`config.mk`:
```
export PLATFORM = sky130hd
export DESIGN_NAME = alu_cmd_driver_flat
export DESIGN_NICKNAME = d
export VERILOG_FILES = /design/src/rtl/alu_cmd_driver_if.sv /design/src/rtl/alu_cmd_driver.sv /design/src/flat_wrapper.sv
export SDC_FILE = /design/constraint.sdc
export NUM_CORES = 1
export LEC_CHECK = 0
export BUFFER_PORTS_ARGS = -buffer_cell sky130_fd_sc_hd__buf_2
export CORE_ASPECT_RATIO = 2
export CORE_UTILIZATION = 43
export CTS_CLUSTER_DIAMETER = 50
export DETAILED_ROUTE_END_ITERATION = 8
export PLACE_DENSITY = 0.74
export SETUP_SLACK_MARGIN = 0.1
export SYNTH_ARGS = -nofsm -noshare
export SYNTH_HDL_FRONTEND = slang
export SYNTH_SLANG_ARGS = --single-unit
```
`constraint.sdc`:
```
create_clock -name clk -period 1.45 [get_ports clk]
set_input_delay 0.145 -clock clk [delete_from_list [all_inputs] [get_ports clk]]
set_output_delay 0.145 -clock clk [all_outputs]
set_load 0.03 [all_outputs]
```
`src/rtl/alu_cmd_driver_if.sv`:
```
// Bundles the command, ALU and response channels between the ALU command driver and its environment.
// The master view belongs to the driver. The slave view belongs to the command source, the ALU and the response sink.
interface alu_cmd_driver_if #(
    parameter int data_width = 16
);
    logic                  cmd_valid;
    logic                  cmd_ready;
    logic [data_width-1:0] cmd_a;
    logic [data_width-1:0] cmd_b;
    logic [3:0]            cmd_func;

    logic [data_width-1:0] alu_A;
    logic [data_width-1:0] alu_B;
    logic [3:0]            alu_FuncCode;
    logic [data_width-1:0] alu_C;
    logic                  alu_OverflowFlag;

    logic                  rsp_valid;
    logic                  rsp_ready;
    logic [data_width-1:0] rsp_c;
    logic                  rsp_overflow;

    modport master (
        input  cmd_valid, cmd_a, cmd_b, cmd_func,
        output cmd_ready,
        output alu_A, alu_B, alu_FuncCode,
        input  alu_C, alu_OverflowFlag,
        output rsp_valid, rsp_c, rsp_overflow,
        input  rsp_ready
    );

    modport slave (
        output cmd_valid, cmd_a, cmd_b, cmd_func,
        input  cmd_ready,
        input  alu_A, alu_B, alu_FuncCode,
        output alu_C, alu_OverflowFlag,
        input  rsp_valid, rsp_c, rsp_overflow,
        output rsp_ready
    );
endinterface

```
`src/rtl/alu_cmd_driver.sv`:
```
// Drives registered operands onto a combinational ALU, waits a fixed settle time, captures the result,
// and returns it over a valid/ready channel. It also keeps a sticky overflow flag and a count of completed operations.
module alu_cmd_driver #(
    parameter int         data_width    = 16,
    parameter int         SETTLE_CYCLES = 1,
    parameter int         CNT_WIDTH     = 16,
    parameter logic [3:0] FUNC_ADD      = 4'h2,
    parameter logic [3:0] FUNC_SUB      = 4'h6
) (
    input  logic                 clk,
    input  logic                 reset_n,
    alu_cmd_driver_if.master     bus,
    input  logic                 clear_sticky,
    output logic                 sticky_overflow,
    output logic [CNT_WIDTH-1:0] op_count
);

    if (SETTLE_CYCLES < 1 || SETTLE_CYCLES > 15) begin : gBadSettle
        $error("alu_cmd_driver: SETTLE_CYCLES must be in 1..15");
    end

    typedef enum logic [1:0] {
        IDLE   = 2'd0,
        SETTLE = 2'd1,
        HOLD   = 2'd2
    } driverState;

    driverState            state;
    logic [3:0]            settleCnt;
    logic [data_width-1:0] captureC;
    logic                  overflowMasked;
    logic                  captureNow;

    assign captureC = bus.alu_C;

    // The ALU leaves its flag stale for anything except add and subtract, so the flag is ignored for other codes.
    assign overflowMasked = bus.alu_OverflowFlag &
                            ((bus.alu_FuncCode == FUNC_ADD) || (bus.alu_FuncCode == FUNC_SUB));
    assign captureNow     = (state == SETTLE) && (settleCnt == 4'd1);

    // cmd_ready stays low while reset is asserted, even though the state is already IDLE.
    assign bus.cmd_ready  = (state == IDLE) & reset_n;

    always_ff @(posedge clk or negedge reset_n) begin
        if (!reset_n) begin
            state            <= IDLE;
            settleCnt        <= 4'd0;
            bus.alu_A        <= '0;
            bus.alu_B        <= '0;
            bus.alu_FuncCode <= 4'd0;
            bus.rsp_valid    <= 1'b0;
            bus.rsp_c        <= '0;
            bus.rsp_overflow <= 1'b0;
            sticky_overflow  <= 1'b0;
            op_count         <= '0;
        end else begin
            case (state)
                IDLE: begin
                    if (bus.cmd_valid) begin
                        bus.alu_A        <= bus.cmd_a;
                        bus.alu_B        <= bus.cmd_b;
                        bus.alu_FuncCode <= bus.cmd_func;
                        settleCnt        <= 4'(SETTLE_CYCLES);
                        state            <= SETTLE;
                    end
                end
                SETTLE: begin
                    settleCnt <= settleCnt - 4'd1;
                    if (captureNow) begin
                        bus.rsp_c        <= captureC;
                        bus.rsp_overflow <= overflowMasked;
                        bus.rsp_valid    <= 1'b1;
                        state            <= HOLD;
                    end
                end
                HOLD: begin
                    if (bus.rsp_ready) begin
                        bus.rsp_valid <= 1'b0;
                        op_count      <= op_count + 1'b1;
                        state         <= IDLE;
                    end
                end
                default: state <= IDLE;
            endcase

            // If an overflow capture and a clear happen on the same edge, the set takes priority.
            if (captureNow && overflowMasked) begin
                sticky_overflow <= 1'b1;
            end else if (clear_sticky) begin
                sticky_overflow <= 1'b0;
            end
        end
    end

endmodule
```
`src/flat_wrapper.sv`:
```
// flat-port wrapper written by rule: the top's interface ports become plain ports
module alu_cmd_driver_flat 
#(
    parameter int         data_width    = 16,
    parameter int         SETTLE_CYCLES = 1,
    parameter int         CNT_WIDTH     = 16,
    parameter logic [3:0] FUNC_ADD      = 4'h2,
    parameter logic [3:0] FUNC_SUB      = 4'h6
)
  (clk, reset_n, clear_sticky, sticky_overflow, op_count, bus_cmd_valid, bus_cmd_a, bus_cmd_b, bus_cmd_func, bus_cmd_ready, bus_alu_A, bus_alu_B, bus_alu_FuncCode, bus_alu_C, bus_alu_OverflowFlag, bus_rsp_valid, bus_rsp_c, bus_rsp_overflow, bus_rsp_ready);
  alu_cmd_driver_if #(.data_width(data_width)) bus_i ();
  input  logic clk;
  input  logic reset_n;
  input  logic clear_sticky;
  output logic sticky_overflow;
  output logic [CNT_WIDTH-1:0] op_count;
  input wire logic [$bits(bus_i.cmd_valid)-1:0] bus_cmd_valid;
  input wire logic [$bits(bus_i.cmd_a)-1:0] bus_cmd_a;
  input wire logic [$bits(bus_i.cmd_b)-1:0] bus_cmd_b;
  input wire logic [$bits(bus_i.cmd_func)-1:0] bus_cmd_func;
  output wire logic [$bits(bus_i.cmd_ready)-1:0] bus_cmd_ready;
  output wire logic [$bits(bus_i.alu_A)-1:0] bus_alu_A;
  output wire logic [$bits(bus_i.alu_B)-1:0] bus_alu_B;
  output wire logic [$bits(bus_i.alu_FuncCode)-1:0] bus_alu_FuncCode;
  input wire logic [$bits(bus_i.alu_C)-1:0] bus_alu_C;
  input wire logic [$bits(bus_i.alu_OverflowFlag)-1:0] bus_alu_OverflowFlag;
  output wire logic [$bits(bus_i.rsp_valid)-1:0] bus_rsp_valid;
  output wire logic [$bits(bus_i.rsp_c)-1:0] bus_rsp_c;
  output wire logic [$bits(bus_i.rsp_overflow)-1:0] bus_rsp_overflow;
  input wire logic [$bits(bus_i.rsp_ready)-1:0] bus_rsp_ready;
  assign bus_i.cmd_valid = bus_cmd_valid;
  assign bus_i.cmd_a = bus_cmd_a;
  assign bus_i.cmd_b = bus_cmd_b;
  assign bus_i.cmd_func = bus_cmd_func;
  assign bus_cmd_ready = bus_i.cmd_ready;
  assign bus_alu_A = bus_i.alu_A;
  assign bus_alu_B = bus_i.alu_B;
  assign bus_alu_FuncCode = bus_i.alu_FuncCode;
  assign bus_i.alu_C = bus_alu_C;
  assign bus_i.alu_OverflowFlag = bus_alu_OverflowFlag;
  assign bus_rsp_valid = bus_i.rsp_valid;
  assign bus_rsp_c = bus_i.rsp_c;
  assign bus_rsp_overflow = bus_i.rsp_overflow;
  assign bus_i.rsp_ready = bus_rsp_ready;
  alu_cmd_driver #(.data_width(data_width), .SETTLE_CYCLES(SETTLE_CYCLES), .CNT_WIDTH(CNT_WIDTH), .FUNC_ADD(FUNC_ADD), .FUNC_SUB(FUNC_SUB)) u_core (.clk(clk), .reset_n(reset_n), .bus(bus_i), .clear_sticky(clear_sticky), .sticky_overflow(sticky_overflow), .op_count(op_count));
endmodule
```
== Word-level counts from Yosys, hierarchy flattened ==
Cells that the tools add are included.

* Register bits: 77
* Input port bits: 58
* Word-level logic and storage cells: 46

* $add $sub $neg: 2
* Equal/unequal tests: 8
* Multiplexer cells: 11
* Bitwise gates (word level): 2
* Reductions and logical operators: 13

{| class="wikitable"
|+ Operator list
! kind !! number
|-
| $add 16x1->16 const B || 1
|-
| $pmux 4 s2 || 1
|-
| $reduce_and 2->1 || 4
|-
| $mux 2 || 3
|-
| $pmux 2 s3 || 1
|-
| $reduce_and 3->1 || 2
|-
| $reduce_bool 2->1 || 3
|-
| $eq 4x1->1 const B || 1
|-
| $eq 4x2->1 const B || 1
|-
| $eq 4x3->1 const B || 1
|-
| $mux 1 || 4
|-
| $mux 4 || 1
|-
| $ne 2x2->1 const B || 2
|-
| $sub 4x1->4 const B || 1
|-
| $and 1x1->1 || 2
|-
| $eq 2x1->1 const B || 1
|-
| $eq 2x2->1 const B || 1
|-
| $logic_and 1x1->1 || 2
|-
| $logic_not 2->1 || 1
|-
| $ne 2x1->1 const B || 1
|-
| $pmux 1 s2 || 1
|-
| $logic_or 1x1->1 || 1
|}

== Depth between registers and ports, before layout ==
Gate-level depths: netlist of run 1.

* Depth after elaboration: 5
* Depth in mapped cells: 7
* Depth with buffers taken out: 6

== Least setup slack after synthesis of run 1 ==
No wires, ideal clock.

* Path type: register to register
* Start point: register u_core.op_count[2]
* End point: register u_core.op_count[13]
* Library setup time: 0.134 ns
* Arrival: 1.425 ns
* Data required time: 1.316 ns
* Path slack: -0.109 ns
* Stages on the path, launching flop included: 5
* Path buffers: 0
* Path through: dfrtp_1 -> nand3_1 -> nor4_4 -> nand3_1 -> xnor2_1

* Longest elaborated chain between the ends: 1

{| class="wikitable"
|+ Ends and longest elaborated chain
! what !! RTL line !! RTL
|-
| start: declaration || alu_cmd_driver.sv:15 || <nowiki>output logic [CNT_WIDTH-1:0] op_count</nowiki>
|-
| start signal: assignment || alu_cmd_driver.sv:79 || <nowiki>op_count <= op_count + 1'b1;</nowiki>
|-
| $add 16x1->16 || alu_cmd_driver.sv:79 ||
|}

Every way passes these cells.
A chain may end at the register's enable or synchronous reset.

== Worst setup path in the final report of run 1 ==
* Start point: register u_core.state[1]
* End point: register u_core.bus.alu_B[6]

* Longest elaborated chain between the ends: 2

{| class="wikitable"
|+ Ends and longest elaborated chain
! what !! RTL line !! RTL
|-
| start: declaration || alu_cmd_driver.sv:28 || <nowiki>driverState state;</nowiki>
|-
| start signal: assignment || alu_cmd_driver.sv:46 || <nowiki>state <= IDLE;</nowiki>
|-
| start signal: assignment || alu_cmd_driver.sv:64 || <nowiki>state <= SETTLE;</nowiki>
|-
| start signal: assignment || alu_cmd_driver.sv:73 || <nowiki>state <= HOLD;</nowiki>
|-
| $logic_not 2->1 || alu_cmd_driver.sv:57 || <nowiki>case (state)</nowiki>
|-
| $reduce_and 2->1 (no source line) || -- ||
|-
| end signal: assignment || alu_cmd_driver.sv:61 || <nowiki>bus.alu_B <= bus.cmd_b;</nowiki>
|-
| end: declaration || alu_cmd_driver_if.sv:26 || <nowiki>output alu_A, alu_B, alu_FuncCode,</nowiki>
|}

Every way passes these cells.

==> key figures, run 1 <==
Synthesis
  • Syn_nets: 271
  • Synthesized area: 3080 um2
  • Synthesized flop and latch total: 77
  • Sequential area share after synthesis: 62.6%
  • Average size of a mapped cell: 14.7 um2
  • Synth warn: 0
  • Synth Instances: 210
  • Synth cell types: 28

Run status
  • Run status: complete, but fails checks
  • Failing checks: negative setup slack

Floorplanning
  • Initial Util: 44.4%
  • # rows: 43
  • Die width: 61.8 um
  • IO Count: 130
  • DIE AREA: 7520 um2
  • CORE AREA: 6940 um2
  • Die H: 122 um

Detailed routing
  • DRT iter0 DRCs: 50
  • Final ANT Viol Nets: 0
  • Pre-Repair DR Iteration Count: 4
  • Residual DRC: 0
  • Routed wire length: 7.74 mm
  • Routed len/inst: 16.0 um
  • Vias: 2,386
  • Vias per inst: 4.93

STA
  • RSZ-0062 raised after global routing: true
  • Final Cycle Share: 103%
  • Total negative slack: -400 ps
  • Slew Viols, Final: 0
  • Clock Skew: 2.74 ps
  • Hold Fails Final Rpt: 0
  • Final min period: 1490 ps
  • Setup ws final: -42.6 ps
  • Slew HR: 72.4%
  • Max Fclk: 670 MHz
  • Hold WS: 44.0 ps
  • Worst-Margin Slew: 414 ps
  • Final Setup Violations: 18

CTS
  • Sink Count: 77
  • Clk slew on worst S/H paths: 60 ps
  • Clk buf depth: 2
  • TritonCTS clock tree: done
  • Clk root buf: clkbuf_16
  • Clock latency on the worst-skew pair: 330 ps
  • Inserted Clock Buffers: 9
  • H-tree depth: 3

Placement
  • Dpl cell area: 4030 um2
  • Post-DP HPWL: 4.92 mm
  • Routability cong.: 0.717
  • Placed cells: 441
  • Port Buffers: 129

Worst setup path
  • CP Class: reg2reg
  • CP peak stage delay: 440 ps
  • Critical path data arrival time: 1710 ps
  • Critical Path Sink Type: register
  • Slowest stage cell on the critical path: dfrtp_2
  • Reg2reg setup slack: -40 ps
  • Worst path required time: 1660 ps
  • Worst setup SP type: register
  • CP Cell Sequence: nor3b_4, buf_6, buf_12, buf_16, mux2_4
  • Crit path max fanout: 6

Global route
  • Remaining global-route overflow: 0
  • Vias in the first global route: 2,465
  • Largest net degree at the start of global routing: 78
  • Initial antenna violation count: 0
  • First-pass GRT wire length: 11.7 mm
  • Global-route usage over all layers: 21.8%

Min path
  • Hold Path Class: in2reg

Finish
  • Fin nets: 450
  • Synth-to-layout area growth: 58.3%
  • Layout cells sized above 1: 69.3%
  • Post-Layout Cell Count: 484
  • Final Cell Area: 4870 um2
  • Diode count: 0
  • Utilization after layout: 70.2%

Pwr
  • Maximum vdd drop: 0.00127 V
  • PD cells: 2310 nW/um2
  • Leak: 0.00249 uW

Job
  • Maxcap violations: 0
per-layer routing:
| metal | part of all wire [%] | routed length, um | track usage (%) |
|---|---|---|---|
| met5 | 0 | 0 | 0 |
| met4 | 2.6 | 205 | 11.0 |
| met2 | 58 | 4450 | 37.2 |
| met1 | 36 | 2760 | 23.6 |
| met3 | 4.2 | 325 | 6.05 |
sequential cells by signal (all words and copies together), names as in the netlist:
register and count:
u_core.bus.rsp_c 16, u_core.settleCnt 4, u_core.op_count 16, u_core.bus.rsp_valid 1, u_core.sticky_overflow 1, u_core.bus.alu_FuncCode 4
u_core.bus.rsp_overflow 1, u_core.bus.alu_B 16, u_core.bus.alu_A 16, u_core.state 2
stage by stage:
step | total power (uW) | setup WS [ps]
2_1_floorplan | 6590 | 33.6
3_3_place_gp | 7990 | -33.9
3_5_place_dp | 8140 | -67.7
4_1_cts | 11100 | -58.1
5_1_grt | 11800 | -101
6_report | 11300 | -42.6
synth_stat cells:
library cell  number  area, um2
and4b_2            1       11.3
a21oi_1            1       5.00
xor2_1             7       61.3
nand2b_1           2       12.5
nor3_1             2       10.0
nand4_4            1       21.3
o22ai_1            2       12.5
nor3b_1            2       15.0
nor3_2             2       20.0
and2_1             1       6.26
mux2_1             3       33.8
nand3b_4           1       20.0
nor2_1             6       22.5
nand2_1            8       30.0
o21bai_1           1       7.51
o21ai_0            3       15.0
dfrtp_1           77       1930
mux2_2            50        563
nand4_1            2       12.5
nor4_4             1       21.3
nor3b_2            1       12.5
inv_1              4       15.0
nand3_1           10       50.1
and3_1             2       12.5
xnor2_1           10       87.6
nor2b_1            1       6.26
ha_1               3       37.5
buf_2              6       30.0
area by class of cell:
| cell class | instances | area (um2) |
|---|---|---|
| well taps | 90 | 113 |
| repair buffers | 174 | 1160 |
| fillers | 480 | 2070 |
| clock inverters | 1 | 5.00 |
| inverters | 4 | 15.0 |
| flip-flops and latches | 77 | 1940 |
| clock buffers | 15 | 268 |
| multi-input cells | 123 | 1370 |
logic make-up after synthesis:
family	count (synthesis)	share of synthesized area [%]
adder cells (fa/ha/maj)	3	1.22
XOR/XNOR	17	4.84
AO/OA/AOI/OAI	7	1.30
multiplexers	53	19.4
buffers and inverters	10	1.46
AND/OR/NAND/NOR	43	9.22
flip-flops	77	62.6
where the power goes:
| group | leakage, uW | internal (uW) | switching, uW | total [uW] |
|---|---|---|---|---|
| Combinational | 0.00144 | 2580 | 3050 | 5630 |
| Sequential | 0.000916 | 3050 | 542 | 3590 |
| Clock | 0.000134 | 1250 | 795 | 2050 |
| Total | 0.00249 | 6880 | 4390 | 11300 |
worst paths after layout:
| path | endpoint | depth (start not counted) | from |
|---|---|---|---|
| setup / recovery | u_core.bus.alu_B[6] | 5 | u_core.state[1] |
| setup reg to reg | u_core.bus.alu_B[6] | 5 | u_core.state[1] |
| hold / removal | u_core.bus.alu_A[8] | 2 | bus_cmd_a[8] |
| hold reg to reg | u_core.op_count[15] | 1 | u_core.op_count[15] |
| max in group asynchronous | u_core.op_count[3] | 3 | reset_n |
| min in group asynchronous | u_core.bus.alu_A[11] | 3 | reset_n |
critical path: cells and delay by family, from the launching register on:
kind	cells	cell delay [ps]
buffers and inverters	3	420
DFF	1	440
muxes	1	300
and+or+nand+nor	1	210
cells in the final DEF, fill, tap and decap left out, types with 2 or more instances in the layout:
master / n
dfrtp_2: 13
clkbuf_1: 4
xnor2_2: 2
nor3b_4: 3
nor2_4: 2
nand2_1: 7
clkbuf_8: 2
dlygate4sd3_1: 2
nand4_1: 2
nor2_1: 3
o21ai_1: 2
mux2_4: 37
buf_16: 2
nor3_4: 2
xor2_1: 7
buf_6: 14
nand3_1: 8
inv_1: 3
ha_1: 2
and3_1: 2
clkbuf_16: 9
nand2b_1: 2
buf_2: 127
xnor2_1: 8
dfrtp_1: 64
mux2_2: 16
buf_4: 23
buf_12: 6
timing repair:
| action | CTS | global route |
|---|---|---|
| gates cloned | 3 | 0 |
| setup buffers | 17 | 6 |
| hold endpoints to repair | 78 | 0 |
| setup endpoints to repair | 64 | 69 |
| hold buffers | 2 | 0 |
| resized for setup | 53 | 27 |
| pin swaps | 8 | 19 |
Note: power is estimated with default switching activity, not from simulation.
==> run 2: changes to the inputs <==
--- a/config.mk
+++ b/config.mk
@@ -8,10 +8,11 @@
 export BUFFER_PORTS_ARGS = -buffer_cell sky130_fd_sc_hd__buf_2
 export CORE_ASPECT_RATIO = 2
 export CORE_UTILIZATION = 43
+export CTS_BUF_LIST = sky130_fd_sc_hd__clkbuf_8 sky130_fd_sc_hd__clkbuf_16
 export CTS_CLUSTER_DIAMETER = 50
 export DETAILED_ROUTE_END_ITERATION = 8
 export PLACE_DENSITY = 0.74
-export SETUP_SLACK_MARGIN = 0.1
+export SETUP_SLACK_MARGIN = 0.05
 export SYNTH_ARGS = -nofsm -noshare
 export SYNTH_HDL_FRONTEND = slang
 export SYNTH_SLANG_ARGS = --single-unit
==> constraint.sdc (replaced) <==
create_clock -name clk -period 1.45 [get_ports clk]
set_input_delay 0.29 -clock clk [delete_from_list [all_inputs] [get_ports clk]]
set_output_delay 0.29 -clock clk [all_outputs]
set_load 0.03 [all_outputs]
==> key figures, run 2 (synthesis gave the netlist of run 1 again) <==
Placement
  • Routability cong.: 0.744 (+3.7%)
  • Port Buffers: 129 (unchanged)
  • Dpl ws: -31.1 ps (+36.6 ps)
  • Post-DP HPWL: 4.81 mm (-2.3%)

Worst setup path
  • Worst path required time: 1160 ps (-500 ps)
  • CP Cell Sequence: buf_4, nor3b_2, buf_4
  • Reg2reg setup slack: -100 ps (-60 ps)
  • CP startpoint: u_core.state[1]
  • Buf+Inv Stages, Crit Path: 2 (-1)
  • Slowest stage cell on the critical path: dfrtp_2
  • Worst setup SP type: register
  • Reg-to-reg startpoint: u_core.state[1]
  • Worst r2r path cells: 5 (unchanged)
  • Reg-to-reg endpoint: u_core.bus.alu_FuncCode[2]
  • CP Depth: 3 (-2)
  • Critical path data arrival time: 1270 ps (-440 ps)
  • Critical Path Sink Type: output pin
  • Critical Path Most Common Cell: buf_4
  • CP Class: reg2out
  • Crit path max fanout: 3 (-3)
  • CP peak stage delay: 420 ps (-20 ps)
  • Top Family by Delay on Critical Path: flip-flops
  • Crit path to: bus_cmd_ready

CTS
  • Post-CTS Hold Fix Bufs: 0 (-2)
  • H-tree depth: 3 (unchanged)
  • TritonCTS clock tree: done
  • Clk buf depth: 2 (unchanged)
  • Clk slew on worst S/H paths: 60 ps (about the same)
  • Clock latency on the worst-skew pair: 330 ps (about the same)
  • Inserted Clock Buffers: 9 (unchanged)
  • Sink Count: 77 (unchanged)
  • Clk root buf: clkbuf_16

Finish
  • Number of fillers in the final layout: 519 (+8.1%)
  • Diode count: 0 (unchanged)
  • Commonest non-fill, non-tap cell in the layout: buf_2
  • Fin nets: 439 (-2.4%)
  • Synth-to-layout area growth: 53.3%
  • Utilization after layout: 68.0% (-2.2 points)
  • Layout cells sized above 1: 68.4% (-0.88 points)
  • Most frequent cells in the layout: buf_2 (127), dfrtp_1 (68), mux2_2 (35)

STA
  • Total negative slack: -3690 ps (-3290 ps)
  • Worst-Margin Slew: 420 ps (+6.23 ps)
  • Final Setup Violations: 54 (+36)
  • Hold Fails Final Rpt: 13 (+13)
  • Hold WS: -20.0 ps (-64.1 ps)
  • Clock Skew: 6.75 ps (+4.01 ps)
  • Final min period: 1560 ps (+62.8 ps)
  • Slew Viols, Final: 0 (unchanged)
  • RSZ-0062 raised after global routing: true
  • Setup ws final: -105 ps (-62.8 ps)
  • Slew HR: 72.0% (-0.42 points)
  • Max Fclk: 643 MHz (-4.0%)
  • Final Cycle Share: 107% (+4.3 points)

Pwr
  • PD cells: 2370 nW/um2 (+2.7%)
  • Leak: 0.00242 uW (-3.0%)
  • Maximum vdd drop: 0.00137 V (+7.7%)
  • Total power: 11,200 uW (-0.57%)

Floorplanning
  • IO Count: 130 (unchanged)
  • DIE AREA: 7520 um2 (unchanged)
  • CORE AREA: 6940 um2 (unchanged)
  • # rows: 43 (unchanged)
  • Die H: 122 um (unchanged)
  • Die width: 61.8 um (unchanged)
  • Initial Util: 44.4% (unchanged)

Global route
  • Vias in the first global route: 2,415 (-2.0%)
  • Initial antenna violation count: 0 (unchanged)
  • Largest net degree at the start of global routing: 78 (unchanged)
  • Global-route usage over all layers: 19.9% (-1.9 points)
  • Remaining global-route overflow: 0 (unchanged)
  • First-pass GRT wire length: 10.6 mm (-8.8%)

Detailed routing
  • DRT iter0 DRCs: 113 (+130%)
  • Top Metal Used: met4
  • WL met3: 319 um (-1.8%)
  • Residual DRC: 0 (unchanged)
  • Vias per inst: 4.88 (-0.98%)
  • Routed len/inst: 15.7 um (-1.5%)
  • Vias: 2,309 (-3.2%)
  • Routed wire length: 7.45 mm (-3.7%)
  • M1 WL: 2.54 mm (-7.9%)
  • Final ANT Viol Nets: 0 (unchanged)
  • Pre-Repair DR Iteration Count: 4 (unchanged)
  • Met2 wire length: 4.31 mm (-3.1%)

Run status
  • Failing checks: negative hold slack, negative setup slack
  • Run status: complete, but fails checks

Min path
  • Hold Path Class: in2async

Job
  • Maxcap violations: 0 (unchanged)
## run 2: changes by cell type in the layout (fill, tap and decap cells not counted), moves of 4 or more
cell,previous run,this run
buf_6,14,5
dfrtp_2,13,9
mux2_2,16,35
dfrtp_1,64,68
clkbuf_1,4,0
mux2_4,37,18
## run 2: area by class of cell
| cell class | instances | area, um2 | area share (%) |
|---|---|---|---|
| clock buffers | 10 | 239 | 5.06 |
| inverters | 4 | 15.0 | 0.318 |
| multi-input cells | 123 | 1290 | 27.2 |
| repair buffers | 163 | 1050 | 22.2 |
| well taps | 90 | 113 | 2.39 |
| flip-flops and latches | 77 | 1940 | 41.1 |
| clock inverters | 6 | 80.1 | 1.70 |
## run 2: how the worst min path moves through the flow
stage | slack (ps) | end | cells past startpoint
floorplan | -6 | u_core.bus.alu_A[0] | 0
global placement | 370 | u_core.op_count[15] | 2
detailed placement | 370 | u_core.op_count[10] | 2
CTS | 20 | u_core.op_count[15] | 2
global route | 20 | u_core.op_count[10] | 2
finish | -20 | u_core.op_count[15] | 2
## run 2: worst reg2reg max path: cells and delay by family (launching register included)
family                 cells  cell delay (ps)
flip-flops                 1              420
AND/OR/NAND/NOR            1              180
multiplexers               1              350
buffers and inverters      3              480
## run 2: repair_timing
item,in CTS,in global routing
cloned,1,3
setup endpoints to repair,60,68
endpoints found under the hold margin,0,0
pin swaps,6,11
resized for setup,18,35
buffers inserted,9,5
## run 2: metrics by stage
stage	hold slack, ps	cells	area [um2]
3_5_place_dp	373	439	4000
6_report	-20.0	473	4720
2_1_floorplan	-5.59	210	3110
4_1_cts	18.5	465	4480
3_3_place_gp	372	439	4000
5_1_grt	17.0	473	4720
## run 2: metal layers
metal,global-route usage (%),vias up
met3,5.73,21
met5,0,-
li1,-,1061
met2,35.1,80
met1,19.0,1147
met4,12.1,0
## run 2: power breakdown
group / internal [uW] / leakage (uW) / switching, uW
logic: 2310 / 0.00133 / 2950
registers: 3050 / 0.000923 / 521
clock network: 1540 / 0.000161 / 839
total: 6890 / 0.00242 / 4310
==> run 3: changes to the inputs <==
--- a/config.mk
+++ b/config.mk
@@ -7,11 +7,12 @@
 export LEC_CHECK = 0
 export BUFFER_PORTS_ARGS = -buffer_cell sky130_fd_sc_hd__buf_2
 export CORE_ASPECT_RATIO = 2
-export CORE_UTILIZATION = 43
+export CORE_MARGIN = 2
+export CORE_UTILIZATION = 51
 export CTS_BUF_LIST = sky130_fd_sc_hd__clkbuf_8 sky130_fd_sc_hd__clkbuf_16
 export CTS_CLUSTER_DIAMETER = 50
 export DETAILED_ROUTE_END_ITERATION = 8
-export PLACE_DENSITY = 0.74
+export PLACE_DENSITY = 0.83
 export SETUP_SLACK_MARGIN = 0.05
 export SYNTH_ARGS = -nofsm -noshare
 export SYNTH_HDL_FRONTEND = slang
==> constraint.sdc (replaced) <==
create_clock -name clk -period 1.95 [get_ports clk]
set_input_delay 0.39 -clock clk [delete_from_list [all_inputs] [get_ports clk]]
set_output_delay 0.39 -clock clk [all_outputs]
set_load 0.03 [all_outputs]
==> key figures, run 3 (synthesis gave the netlist of run 1 again) <==
Run status
  • Run status: complete, but fails checks
  • Failing checks: design-rule violations

Detailed routing
  • Pre-Repair DR Iteration Count: 6 (+2)
  • DRT iter0 DRCs: 102 (-9.7%)
  • Routed wire length: 6.13 mm (-18%)
  • Final ANT Viol Nets: 0 (unchanged)
  • Residual DRC: 11 (+11)
  • Vias: 2,145 (-7.1%)
  • Vias per inst: 5.17 (+5.9%)
  • Routed len/inst: 14.8 um (-6.2%)

Worst setup path
  • Critical path data arrival time: 1360 ps (+90 ps)
  • Reg2reg setup slack: 290 ps (+390 ps)
  • Reg-to-reg startpoint: u_core.settleCnt[1]
  • CP Class: reg2out
  • Critical Path Sink Type: output pin
  • Slowest stage cell on the critical path: dfrtp_1
  • Worst setup SP type: register
  • CP Cell Sequence: nor3b_1, buf_2
  • Worst path required time: 1560 ps (+400 ps)
  • CP peak stage delay: 480 ps (+60 ps)
  • Reg-to-reg endpoint: u_core.bus.rsp_c[7]
  • Crit path max fanout: 7 (+4)
  • Worst r2r path cells: 6 (+1)

Pwr
  • Clock power share: 19.8% (-1.4 points)
  • PD cells: 1770 nW/um2 (-25%)
  • Leak: 0.00210 uW (-13%)
  • Sequential power share: 36.6% (+4.8 points)
  • P_int: 4320 uW (-37%)
  • Combinational power share: 43.6% (-3.4 points)
  • Psw: 2940 uW (-32%)
  • Maximum vdd drop: 0.00116 V (-15%)
  • Net Sw Frac: 40.5% (+2.0 points)

Floorplanning
  • Initial Util: 52.1% (+7.8 points)
  • Die H: 114 um (-6.4%)
  • IO Count: 130 (unchanged)
  • Die width: 58.9 um (-4.7%)
  • CORE AREA: 5910 um2 (-15%)
  • DIE AREA: 6710 um2 (-11%)
  • # rows: 40 (-7.0%)

Min path
  • Hold Path Class: in2reg
  • Endpoint, Worst Hold: u_core.sticky_overflow
  • Worst hold start: clear_sticky
  • Hold depth: 2

STA
  • Max Fclk: 572 MHz
  • Final min period: 1750 ps
  • Final Setup Violations: 0 (-100%)
  • RSZ-0062 raised after global routing: false
  • Hold WS: 265 ps (+285 ps)
  • Worst-Margin Slew: 921 ps (+502 ps)
  • Slew HR: 38.6% (-33 points)
  • Final Cycle Share: 89.6%
  • Total negative slack: 0 ps (+3690 ps)
  • Clock Skew: 4.81 ps (-1.94 ps)
  • Slew Viols, Final: 0 (unchanged)
  • Hold Fails Final Rpt: 0 (-13)

CTS
  • Clock latency on the worst-skew pair: 330 ps (about the same)
  • H-tree depth: 3 (unchanged)
  • Inserted Clock Buffers: 9 (unchanged)
  • Clk slew on worst S/H paths: 50 ps (about the same)
  • Sink Count: 77 (unchanged)
  • Clk buf depth: 2 (unchanged)
  • TritonCTS clock tree: done
  • Clk root buf: clkbuf_16
  • Postcts setup bufs: 0 (-9)

Placement
  • Post-DP HPWL: 4.40 mm (-8.5%)
  • Routability cong.: 0.764 (+2.8%)
  • Placed cells: 400 (-8.9%)
  • Port Buffers: 129 (unchanged)

Finish
  • Diode count: 0 (unchanged)
  • Most frequent cells in the layout: buf_2 (128), dfrtp_1 (77), mux2_2 (50)
  • Synth-to-layout area growth: 32.8%
  • Commonest non-fill, non-tap cell in the layout: buf_2
  • Layout cells sized above 1: 57.7% (-11 points)
  • Post-Layout Cell Count: 415 (-12%)
  • Fin nets: 409 (-6.8%)

Global route
  • First-pass GRT wire length: 9.85 mm (-7.4%)
  • Largest net degree at the start of global routing: 78 (unchanged)
  • Vias in the first global route: 2,203 (-8.8%)
  • Remaining global-route overflow: 0 (unchanged)
  • Initial antenna violation count: 0 (unchanged)
  • Global-route usage over all layers: 19.6% (-0.32 points)

Job
  • Maxcap violations: 0 (unchanged)
[run 3: cell types whose count changed in the layout (fill, tap and decap cells not counted), sizes merged]
cell      before  now
buf          161  133
bufinv         2    0
clkinvlp       1    0
clkinv         1    2
clkbuf        12   10
inv            6    7
[run 3: worst max-delay path by stage]
stage                            to  depth (start not counted)                start  slack [ps]
6_report              bus_cmd_ready                          2      u_core.state[1]         200
5_1_grt        u_core.bus.rsp_c[10]                          6  u_core.settleCnt[1]         120
4_1_cts         u_core.bus.rsp_c[7]                          6  u_core.settleCnt[1]         170
3_5_place_dp    u_core.bus.rsp_c[7]                          6  u_core.settleCnt[1]         300
3_3_place_gp    u_core.bus.rsp_c[8]                          6  u_core.settleCnt[1]         370
2_1_floorplan         bus_cmd_ready                          1      u_core.state[1]         360
[run 3: layout make-up]
class	instances	area [um2]
Sequential cell	77	1930
Fill cell	440	1820
Multi-Input combinational cell	123	1120
Timing Repair Buffer	133	691
Clock buffer	10	239
Tap cell	63	78.8
Clock inverter	5	21.3
Inverter	4	15.0
[run 3: power groups by stage]
stage          logic (uW)  registers (uW)  clock network, uW
2_1_floorplan        1030            3830                  0
3_3_place_gp         3100            2630                  0
3_5_place_dp         3180            2670                  0
4_1_cts              3200            2650               1480
5_1_grt              3380            2740               1550
6_report             3160            2660               1440
[run 3: worst max-delay path, delay by kind of cell, from the launching register on]
kind | cells | cell delay, ps
AND/OR/NAND/NOR | 1 | 290
buffers and inverters | 1 | 260
flip-flops | 1 | 480
[run 3: layer usage]
metal / GRT usage [%] / vias to the layer above / part of all wire, %
li1: - / 1003 / -
met3: 8.28 / 9 / 12
met5: 0 / - / 0
met1: 22.8 / 1020 / 39
met4: 10.0 / 0 / 1.6
met2: 30.1 / 113 / 48
[run 3: stage by stage]
| stage | total power, uW | worst slack [ps] | util, % | area, um2 |
|---|---|---|---|---|
| after floorplan | 4860 | 361 | - | 3080 |
| after global placement | 5730 | 368 | 64.8 | 3820 |
| after detailed placement | 5850 | 298 | 64.8 | 3820 |
| after CTS | 7330 | 174 | 69.2 | 4090 |
| after global routing | 7670 | 123 | 69.3 | 4090 |
| final | 7260 | 202 | 69.3 | 4090 |
[run 3: timing repair]
item	CTS	global route
hold buffers	0	0
resized for setup	0	1
endpoints found under the setup margin	0	15
